--- src/rtl/crc_pkg.sv ---
// Shared types, CRC-32 constants and the bit-serial byte fold used by the parallel CRC engine.
package crc_pkg;

    typedef enum logic [1:0] {
        ST_IDLE    = 2'd0,
        ST_COMPUTE = 2'd1,
        ST_DONE    = 2'd2
    } crc_state_t;

    localparam logic [31:0] CRC32_POLY_REFL = 32'hEDB88320;
    localparam logic [31:0] CRC32_INIT      = 32'hFFFFFFFF;
    localparam logic [31:0] CRC32_XOROUT    = 32'hFFFFFFFF;

    // Reflected CRC: bits of the byte enter LSb first.
    function automatic logic [31:0] crc32_byte(
        input logic [31:0] crc,
        input logic [7:0]  data_byte,
        input logic [31:0] poly
    );
        logic [31:0] c;
        c = crc;
        for (int b = 0; b < 8; b++) begin
            c = (c[0] ^ data_byte[b]) ? ((c >> 1) ^ poly) : (c >> 1);
        end
        return c;
    endfunction

endpackage

--- src/rtl/crc_engine_par_if.sv ---
// Message-in / result-out bundle of crc_engine_par, including the FSM state for observation.
interface crc_engine_par_if #(
    parameter int MSG_BYTES = 40
);
    import crc_pkg::*;

    // Handshakes: a transfer happens on a rising edge where valid && ready;
    // out_valid with crc_out/crc_match is held stable until that transfer.
    logic                   in_valid;
    logic                   in_ready;
    logic [8*MSG_BYTES-1:0] data_in;
    logic                   check_en;
    logic [31:0]            expect_crc;
    logic                   abort;
    logic                   out_valid;
    logic                   out_ready;
    logic [31:0]            crc_out;
    logic                   crc_match;
    logic                   busy;
    crc_state_t             state;

    modport master (
        output in_valid, data_in, check_en, expect_crc, abort, out_ready,
        input  in_ready, out_valid, crc_out, crc_match, busy, state
    );

    modport slave (
        input  in_valid, data_in, check_en, expect_crc, abort, out_ready,
        output in_ready, out_valid, crc_out, crc_match, busy, state
    );

endinterface

--- src/rtl/crc32_unroll.sv ---
// Combinational fold of one group of BYTES_PER_CYC bytes into a running reflected CRC-32.
module crc32_unroll
    import crc_pkg::*;
#(
    parameter int          BYTES_PER_CYC = 4,
    parameter logic [31:0] POLY          = CRC32_POLY_REFL
) (
    input  logic [31:0]                crc_in,
    input  logic [8*BYTES_PER_CYC-1:0] data,
    output logic [31:0]                crc_next
);

    // First byte of the group sits in the most significant position.
    always_comb begin
        logic [31:0] c;
        c = crc_in;
        for (int i = 0; i < BYTES_PER_CYC; i++) begin
            c = crc32_byte(c, data[8*(BYTES_PER_CYC-1-i) +: 8], POLY);
        end
        crc_next = c;
    end

endmodule

--- src/rtl/crc_engine_par.sv ---
// Multicycle CRC-32 engine: captures a fixed-length message, folds BYTES_PER_CYC bytes per
// clock, and returns the CRC (plus optional compare against an expected value) on a held output.
module crc_engine_par
    import crc_pkg::*;
#(
    parameter int          MSG_BYTES     = 40,
    parameter int          BYTES_PER_CYC = 4,
    parameter logic [31:0] POLY          = CRC32_POLY_REFL,
    parameter logic [31:0] INIT          = CRC32_INIT,
    parameter logic [31:0] XOROUT        = CRC32_XOROUT
) (
    input  logic             clk,
    input  logic             rst,
    crc_engine_par_if.slave  bus
);

    localparam int IDXW     = $clog2(MSG_BYTES + 1);
    localparam int NGRP     = MSG_BYTES / BYTES_PER_CYC;
    localparam int GRPW     = 8 * BYTES_PER_CYC;
    localparam int MSGW     = 8 * MSG_BYTES;
    localparam logic [IDXW-1:0] LAST_IDX = IDXW'(MSG_BYTES - BYTES_PER_CYC);
    localparam logic [IDXW-1:0] STEP     = IDXW'(BYTES_PER_CYC);

    if (MSG_BYTES < 1 || BYTES_PER_CYC < 1 || (MSG_BYTES % BYTES_PER_CYC) != 0) begin : g_bad_params
        $error("crc_engine_par: BYTES_PER_CYC must divide MSG_BYTES");
    end

    crc_state_t      state;
    crc_state_t      state_next;
    logic [MSGW-1:0] msg_reg;
    logic [MSGW-1:0] msg_shifted;
    logic [31:0]     crc_reg;
    logic [31:0]     crc_next;
    logic [31:0]     crc_final;
    logic [IDXW-1:0] idx;
    logic            chk_reg;
    logic [31:0]     exp_reg;
    logic            accept;
    logic            last_grp;
    logic            result_taken;

    // The group being folded is always the top GRPW bits; the register shifts left each cycle.
    if (NGRP > 1) begin : g_shift
        assign msg_shifted = {msg_reg[MSGW-GRPW-1:0], {GRPW{1'b0}}};
    end else begin : g_noshift
        assign msg_shifted = msg_reg;
    end

    crc32_unroll #(
        .BYTES_PER_CYC (BYTES_PER_CYC),
        .POLY          (POLY)
    ) u_unroll (
        .crc_in   (crc_reg),
        .data     (msg_reg[MSGW-1 -: GRPW]),
        .crc_next (crc_next)
    );

    assign crc_final = crc_next ^ XOROUT;

    // State register
    always_ff @(posedge clk or negedge rst) begin
        if (!rst) begin
            state <= ST_IDLE;
        end else begin
            state <= state_next;
        end
    end

    // Next-state logic; abort overrides every other transition.
    always_comb begin
        state_next = state;
        if (bus.abort) begin
            state_next = ST_IDLE;
        end else begin
            case (state)
                ST_IDLE:    if (bus.in_valid)  state_next = ST_COMPUTE;
                ST_COMPUTE: if (last_grp)      state_next = ST_DONE;
                ST_DONE:    if (bus.out_ready) state_next = ST_IDLE;
                default:                       state_next = ST_IDLE;
            endcase
        end
    end

    // Output decode and datapath strobes
    always_comb begin
        bus.in_ready = (state == ST_IDLE);
        accept       = (state == ST_IDLE) && bus.in_valid;
        last_grp     = (state == ST_COMPUTE) && (idx == LAST_IDX);
        result_taken = (state == ST_DONE) && bus.out_ready;
    end

    assign bus.state = state;

    always_ff @(posedge clk or negedge rst) begin
        if (!rst) begin
            msg_reg       <= '0;
            crc_reg       <= INIT;
            idx           <= '0;
            chk_reg       <= 1'b0;
            exp_reg       <= '0;
            bus.out_valid <= 1'b0;
            bus.crc_out   <= '0;
            bus.crc_match <= 1'b0;
            bus.busy      <= 1'b0;
        end else if (bus.abort) begin
            crc_reg       <= INIT;
            idx           <= '0;
            bus.out_valid <= 1'b0;
            bus.busy      <= 1'b0;
        end else begin
            if (accept) begin
                msg_reg  <= bus.data_in;
                chk_reg  <= bus.check_en;
                exp_reg  <= bus.expect_crc;
                crc_reg  <= INIT;
                idx      <= '0;
                bus.busy <= 1'b1;
            end
            if (state == ST_COMPUTE) begin
                crc_reg <= crc_next;
                idx     <= idx + STEP;
                msg_reg <= msg_shifted;
            end
            if (last_grp) begin
                bus.crc_out   <= crc_final;
                bus.crc_match <= chk_reg && (crc_final == exp_reg);
                bus.out_valid <= 1'b1;
                bus.busy      <= 1'b0;
            end
            if (result_taken) begin
                bus.out_valid <= 1'b0;
            end
        end
    end

endmodule

--- src/flat_wrapper.sv ---
// flat-port wrapper written by rule: the top's interface ports become plain ports
module crc_engine_par_flat import crc_pkg::*;
#(
    parameter int          MSG_BYTES     = 40,
    parameter int          BYTES_PER_CYC = 4,
    parameter logic [31:0] POLY          = CRC32_POLY_REFL,
    parameter logic [31:0] INIT          = CRC32_INIT,
    parameter logic [31:0] XOROUT        = CRC32_XOROUT
)
  (clk, rst, bus_in_valid, bus_data_in, bus_check_en, bus_expect_crc, bus_abort, bus_out_ready, bus_in_ready, bus_out_valid, bus_crc_out, bus_crc_match, bus_busy, bus_state);
  crc_engine_par_if #(.MSG_BYTES(MSG_BYTES)) bus_i ();
  input  logic clk;
  input  logic rst;
  input wire logic [$bits(bus_i.in_valid)-1:0] bus_in_valid;
  input wire logic [$bits(bus_i.data_in)-1:0] bus_data_in;
  input wire logic [$bits(bus_i.check_en)-1:0] bus_check_en;
  input wire logic [$bits(bus_i.expect_crc)-1:0] bus_expect_crc;
  input wire logic [$bits(bus_i.abort)-1:0] bus_abort;
  input wire logic [$bits(bus_i.out_ready)-1:0] bus_out_ready;
  output wire logic [$bits(bus_i.in_ready)-1:0] bus_in_ready;
  output wire logic [$bits(bus_i.out_valid)-1:0] bus_out_valid;
  output wire logic [$bits(bus_i.crc_out)-1:0] bus_crc_out;
  output wire logic [$bits(bus_i.crc_match)-1:0] bus_crc_match;
  output wire logic [$bits(bus_i.busy)-1:0] bus_busy;
  output wire logic [$bits(bus_i.state)-1:0] bus_state;
  assign bus_i.in_valid = bus_in_valid;
  assign bus_i.data_in = bus_data_in;
  assign bus_i.check_en = bus_check_en;
  assign bus_i.expect_crc = bus_expect_crc;
  assign bus_i.abort = bus_abort;
  assign bus_i.out_ready = bus_out_ready;
  assign bus_in_ready = bus_i.in_ready;
  assign bus_out_valid = bus_i.out_valid;
  assign bus_crc_out = bus_i.crc_out;
  assign bus_crc_match = bus_i.crc_match;
  assign bus_busy = bus_i.busy;
  assign bus_state = bus_i.state;
  crc_engine_par #(.MSG_BYTES(MSG_BYTES), .BYTES_PER_CYC(BYTES_PER_CYC), .POLY(POLY), .INIT(INIT), .XOROUT(XOROUT)) u_core (.clk(clk), .rst(rst), .bus(bus_i));
endmodule
--- config.mk ---
export PLATFORM = sky130hd
export DESIGN_NAME = crc_engine_par_flat
export DESIGN_NICKNAME = d
export VERILOG_FILES = /design/src/rtl/crc_pkg.sv /design/src/rtl/crc_engine_par_if.sv /design/src/rtl/crc32_unroll.sv /design/src/rtl/crc_engine_par.sv /design/src/flat_wrapper.sv
export SDC_FILE = /design/constraint.sdc
export NUM_CORES = 1
export LEC_CHECK = 0
export CELL_PAD_IN_SITES_DETAIL_PLACEMENT = 0
export CELL_PAD_IN_SITES_GLOBAL_PLACEMENT = 1
export CORE_ASPECT_RATIO = 1.2
export CORE_UTILIZATION = 44
export CTS_BUF_LIST = sky130_fd_sc_hd__clkbuf_8 sky130_fd_sc_hd__clkbuf_16
export CTS_CLUSTER_DIAMETER = 40
export DETAILED_ROUTE_END_ITERATION = 8
export GPL_TIMING_DRIVEN = 0
export PLACE_DENSITY_LB_ADDON = 0.1
export SKIP_LAST_GASP = 1
export SYNTH_ARGS = -nofsm -noshare
export SYNTH_HDL_FRONTEND = slang
export SYNTH_HIERARCHICAL = 1
export SYNTH_SLANG_ARGS = --single-unit
--- constraint.sdc ---
create_clock -name clk -period 7.99 [get_ports clk]
set_input_delay 1.598 -clock clk [delete_from_list [all_inputs] [get_ports clk]]
set_output_delay 1.598 -clock clk [all_outputs]
set_load 0.02 [all_outputs]
**Word level (Yosys, flattened, before mapping)**

Index checks and enable logic that the tools add are counted.

- $add $sub $neg: 1
- Equality and inequality tests: 7
- Muxes and demuxes: 51
- Bitwise gates (word level): 66
- Reduce and logical (&&, ||, !) cells: 13

Operators by type and width:

| kind | count |
|---|---|
| 2-to-1 mux 32 bit | 35 |
| 2-to-1 mux 320 bit | 2 |
| inverter 13 -> 14 bit | 32 |
| == test 32 bit | 1 |
| inverter 32 bit | 1 |
| XOR 1 bit | 32 |
| 2-to-1 mux 6 bit | 3 |
| nonzero test 3 bit | 3 |
| 2-to-1 mux 2 bit | 4 |
| adder 6 x 3 -> 6 bit (second input constant) | 1 |
| == test 6 bit (second input constant) | 1 |
| 2-to-1 mux 1 bit | 6 |
| != test 3 bit (second input constant) | 2 |
| one-hot mux 2 bit (3 select lines) | 1 |
| AND reduction 2 bit | 3 |
| logical AND 1 bit | 4 |
| != test 3 x 2 -> 1 bit (second input constant) | 1 |
| AND reduction 3 bit | 1 |
| == test 2 x 1 -> 1 bit (second input constant) | 1 |
| == test 2 bit (second input constant) | 1 |
| zero test 2 bit | 1 |
| nonzero test 2 bit | 1 |
| inverter 1 bit | 1 |

- Register bits: 428
- Bits of input ports: 358
- Logic and storage cells: 148

**Longest topological paths before layout**

- Depth in word-level cells: 67
- Depth in mapped cells: 13

**Modules after synthesis**

The synthesis kept the hierarchy.

Modules (own cells, without submodules):

| module | times used | cells each | area an instance (µm²) | sequential area each (µm²) |
|---|---|---|---|---|
| crc_engine_par | 1 | 2,038 | 18,337.6 | 10,700.3 |
| crc32_unroll | 1 | 266 | 3,348.2 | 0.0 |

**Least setup slack after synthesis**

OpenSTA, ideal clock, no wires.

- Kind: register to register
- Start point: register u_core.crc_reg[3]
- End point: register u_core.bus.crc_match
- Setup time: 0.095 ns
- Data arrival time: 4.220 ns
- Data required time: 7.895 ns
- Setup slack: 3.674 ns
- Cell stages (with the launch flop): 13
- Path buffers: 0
- Clock period less this slack: 4.316 ns
- Cells stage by stage: dfstp_2 xor2_1 xnor3_2 xnor3_1 xnor2_1 xnor3_2 xor2_2 xor2_1 xnor3_1 xnor2_1 nor4_1 nand4_1 o31ai_1

- Elaborated cells between the ends (all ways): 80
- Those cells by class: eq/ne (1); mux (32); bitwise (46); reduce/logical (1)

RTL lines:

| item | line | text |
|---|---|---|
| start: declaration | crc_engine_par.sv:32 | `logic [31:0] crc_reg;` |
| start signal: assignment | crc_engine_par.sv:120 | `crc_reg <= crc_next;` |
| 2-to-1 mux 32 bit * (3 in a row) | crc_pkg.sv:23 | `c = (c[0] ^ data_byte[b]) ? ((c >> 1) ^ poly) : (c >> 1);` |
| XOR 1 bit * | crc_pkg.sv:23 |  |
| 2-to-1 mux 32 bit * (6 in a row) | crc_pkg.sv:23 |  |
| XOR 1 bit, or another cell as far along | crc_pkg.sv:23 |  |
| 2-to-1 mux 32 bit * (3 in a row) | crc_pkg.sv:23 |  |
| inverter 13 -> 14 bit (no source line), or another cell as far along | n/a |  |
| 2-to-1 mux 32 bit * (6 in a row) | crc_pkg.sv:23 |  |
| XOR 1 bit or 2-to-1 mux 32 bit (tied branches) | crc_pkg.sv:23 |  |
| [... 18 more ...] | n/a |  |
| inverter 13 -> 14 bit (no source line) | n/a |  |
| 2-to-1 mux 32 bit * | crc_pkg.sv:23 |  |
| inverter 13 -> 14 bit (no source line) | n/a |  |
| 2-to-1 mux 32 bit * (2 in a row) | crc_pkg.sv:23 |  |
| named net u_core.crc_next[18] | crc_engine_par.sv:33 | `logic [31:0] crc_next;` |
| inverter 32 bit (no source line) * | n/a |  |
| == test 32 bit * | crc_engine_par.sv:126 | `bus.crc_match <= chk_reg && (crc_final == exp_reg);` |
| logical AND 1 bit * | crc_engine_par.sv:126 |  |
| end signal: assignment | crc_engine_par.sv:126 |  |
| end: declaration | crc_engine_par_if.sv:29 | `output in_ready, out_valid, crc_out, crc_match, busy, state` |

Mark *: on every way through the listed nets, which the timed path passes. The rest lies on a longest branch.
A chain may end at the register's enable or synchronous reset.

**Final worst setup path**

- Start point: register u_core.crc_reg[2]
- End point: register u_core.bus.crc_match

- Elaborated cells between the ends (all ways): 82
- Those cells by class: eq/ne (1); mux (32); bitwise (48); reduce/logical (1)

RTL lines:

| item | line |
|---|---|
| 2-to-1 mux 32 bit * (2 in a row) | crc_pkg.sv:23 |
| XOR 1 bit * | crc_pkg.sv:23 |
| 2-to-1 mux 32 bit * (6 in a row) | crc_pkg.sv:23 |
| XOR 1 bit or 2-to-1 mux 32 bit (tied branches) | crc_pkg.sv:23 |
| 2-to-1 mux 32 bit * (2 in a row) | crc_pkg.sv:23 |
| inverter 13 -> 14 bit (no source line) | n/a |
| 2-to-1 mux 32 bit * | crc_pkg.sv:23 |
| inverter 13 -> 14 bit (no source line) | n/a |
| [... 20 more ...] | n/a |
| branches (longest 1 deep; another with XOR 1 bit) | n/a |
| 2-to-1 mux 32 bit * (3 in a row) | crc_pkg.sv:23 |
| inverter 13 -> 14 bit (no source line) or XOR 1 bit (tied branches) | n/a |
| 2-to-1 mux 32 bit * (3 in a row) | crc_pkg.sv:23 |
| named net u_core.crc_next[3] | crc_engine_par.sv:33 |
| inverter 32 bit (no source line) * | n/a |
| == test 32 bit * | crc_engine_par.sv:126 |
| logical AND 1 bit * | crc_engine_par.sv:126 |

Mark *: on every way through the listed nets, which the timed path passes.

==> flow_summary.toml <==
[synthesis]
ys_ff_latch = 426
yosysWarnings = 6
ys_top_cells_by_area = "dfrtp_1, nand2_1, a31oi_1"
synth_mux_area_frac = 0.0176
synthesis.area_um2 = 21700
synth_top_area_frac = 0.455
seq_area_frac_synth = 0.493
synth_nets = 2664
synthArstFlopShare = 1.00
ys_types = 43
postSynthAreaPerCell_um2 = 9.41
synth_top_family_by_area = "simple AND/OR/NAND/NOR gates"
synth_xor_xnor_area_share = 0.167
synth-simple-area-share = 0.174
synthAdderAreaFrac = 0.00115
synth_edf_count = 0
postSynthCellCount = 2304
synth-compound-area-share = 0.114
ys.flop_type = "dfrtp_1"
synth_top_area_cell = "dfrtp_1"

[clock_tree]
cts_made_buffers = 58
cts_resized = 0
cts.clk_slew.worst_paths_ps = 60
htreeDepth = 2
ctsHoldBuffers = 0
clock_latency_ps = 620
clockRootBuffer = "clkbuf_16"
post_cts_buffers = 0
clock_sinks = 426
cts_tree = "yes"
clockBufferDepth = 3

[layout]
layout.nets = 3123
largest_reg_flops = 320
stdcell_area_um2 = 28600
drive_above_1_share = 0.104
final_util = 0.592
area_growth_pct = 32.0

[timing]
clock.fmax_ghz = 0.186
timing.hold.ws_ps = 480
worst_clock_skew_ps = 40.5
slew_viol_final = 0
rsz0062_at_grt = "false"
slew_headroom = 0.359
final-hold-violation-count = 0
period_share = 0.673
tightest_slew_ps = 955
finalSetupViolCount = 0
min_period_ps = 5380

[floorplanning]
chipWidth_um = 205
core_um2 = 48300
start_util = 0.449
die_h_um = 245
rows = 88
pin_count = 396
dieArea_um2 = 50200

[global_route]
grt_pass1_vias = 18900
grt_max_degree = 113
globalRouteMet2Util = 0.542
grtUsageMet1 = 0.343
antenna_found_initial = 20
grt_overflow_total = 0
groute.usage.overall = 0.301
grt_first_pass_wirelength_mm = 112
top_usage_layer = "met2"
use_met3 = 0.0540

[detailed_routing]
drt_wl_total_mm = 75.3
drc = 0
drt_pass1_iterations = 5
ant_nets = 0
via_per_inst = 5.31
drtIter0Drc = 999
routedWlPerCell_um = 21.8
via_count = 18300

[place]
post-dp-hpwl_mm = 60.1
gp_congestion = 0.913
place_area_um2 = 26500
port_buffers = 395

[critical_path]
path_buf_inv = 0
crit_slowest_cell = "xnor2_1"
critical_path.top_delay_family = "XOR/XNOR gates"
end_kind = "register"
path_common_cell = "xor2_1"
path_cells = "xor2_2, xnor2_2, xor2_2, xnor3_1, xor2_1, xor2_1, xnor3_1, xnor2_1, xor2_1, nand2_1, or3_1, o31ai_1"
crit_path_start_kind = "register"
worst_ep_required_time_ps = 8520
critical_path_arrival_ps = 5910
slowest_delay_ps = 770
critPathMaxFanout = 6
path_class = "register to register"

[outcome]
status = "finished clean"

[hold_path]
hp-class = "register to register"

[flow_run]
cap_violations = 0
worst reg2reg max path, stage by stage, from the launching register on:
cell and delay [ps]:
dfstp_2 610, xor2_2 510, xnor2_2 250, xor2_2 440
xnor3_1 560, xor2_1 270, xor2_1 450, xnor3_1 550
xnor2_1 770, xor2_1 200, nand2_1 90, or3_1 360
o31ai_1 230
path summary, 6_finish.rpt:
kind / startpoint / endpoint / slack [ps] / cells past startpoint
max in group asynchronous: rst / u_core/msg_reg[199]$_DFFE_PN0P_ / 5880 / 3
worst min register to register: u_core/bus.crc_out[16]$_DFFE_PN0P_ / u_core/bus.crc_out[16]$_DFFE_PN0P_ / 480 / 2
min in group asynchronous: rst / u_core/bus.crc_out[11]$_DFFE_PN0P_ / 860 / 1
worst max register to register: u_core/crc_reg[2]$_DFFE_PN1P_ / u_core/bus.crc_match$_DFFE_PN0P_ / 2610 / 12
worst min-delay path: u_core/bus.crc_out[16]$_DFFE_PN0P_ / u_core/bus.crc_out[16]$_DFFE_PN0P_ / 480 / 2
worst max-delay path: u_core/crc_reg[2]$_DFFE_PN1P_ / u_core/bus.crc_match$_DFFE_PN0P_ / 2610 / 12
metrics by stage:
step / setup slack, ps / setup TNS [ps] / cells
4_1_cts: 2580 / 0 / 3441
3_3_place_gp: -12930 / -5302550 / 3329
6_report: 2610 / 0 / 3449
5_1_grt: 2360 / 0 / 3447
2_1_floorplan: 3670 / 0 / 2304
3_5_place_dp: 2630 / 0 / 3333
area by class of cell:
| class | instances | area (um2) |
|---|---|---|
| Tap cell | 630 | 788 |
| Timing Repair Buffer | 399 | 4070 |
| Multi-Input combinational cell | 1715 | 10300 |
| Buffer | 157 | 692 |
| Sequential cell | 426 | 10700 |
| Fill cell | 4334 | 19700 |
| Clock inverter | 44 | 522 |
| Clock buffer | 64 | 1530 |
| Antenna cell | 8 | 20.0 |
| Inverter | 6 | 22.5 |
cells in the final DEF, fill, tap and decap left out, types with 11 or more instances in the layout:
master           synthesis  final
o21ai_0                 65     65
xnor2_4                 11     11
xnor2_2                 11     11
a31oi_1                289    289
inv_1                    6     13
mux2_2                  33     33
xor2_1                  35     35
buf_2                   76     76
o22a_1                  32     32
nor2_1                 293    293
dfrtp_1                394    394
nand2_1                675    675
xnor2_1                185    185
clkdlybuf4s50_1          0    394
xnor3_1                 31     31
clkbuf_1                79     79
clkbuf_16                0     58
dfstp_2                 32     32
kinds of logic after synthesis:
| group | Yosys count |
|---|---|
| fa+ha+maj | 2 |
| buf+inv | 163 |
| mux | 34 |
| xor+xnor | 297 |
| compound gates | 395 |
| simple gates | 987 |
| flops | 426 |
metal layers:
metal,vias up,wire (um)
met1,9002,28500
met4,22,3500
li1,8634,-
met3,157,3780
met2,485,39400
met5,-,148
cells in the mapped netlist, types with 2 or more instances:
| library cell | count |
|---|---|
| a21o_1 | 2 |
| o21ai_0 | 65 |
| xor2_2 | 9 |
| nor3_1 | 2 |
| xor3_1 | 2 |
| xnor3_2 | 9 |
| o22ai_1 | 2 |
| dfstp_2 | 32 |
| buf_2 | 76 |
| xor2_1 | 35 |
| o22a_1 | 32 |
| xor2_4 | 2 |
| xnor3_1 | 31 |
| nand2_1 | 675 |
| nand3_1 | 2 |
| xnor2_2 | 11 |
| nor2_1 | 293 |
| dfrtp_1 | 394 |
| inv_1 | 6 |
| mux2_2 | 33 |
| clkbuf_1 | 79 |
| a31oi_1 | 289 |
| nand4_1 | 2 |
| nor4_1 | 6 |
| xnor2_1 | 185 |
| ha_1 | 2 |
| xnor2_4 | 11 |
| or3_1 | 2 |
Power is not shown: default switching activity piles up to over one toggle a cycle in this logic, so the estimate is an artifact.
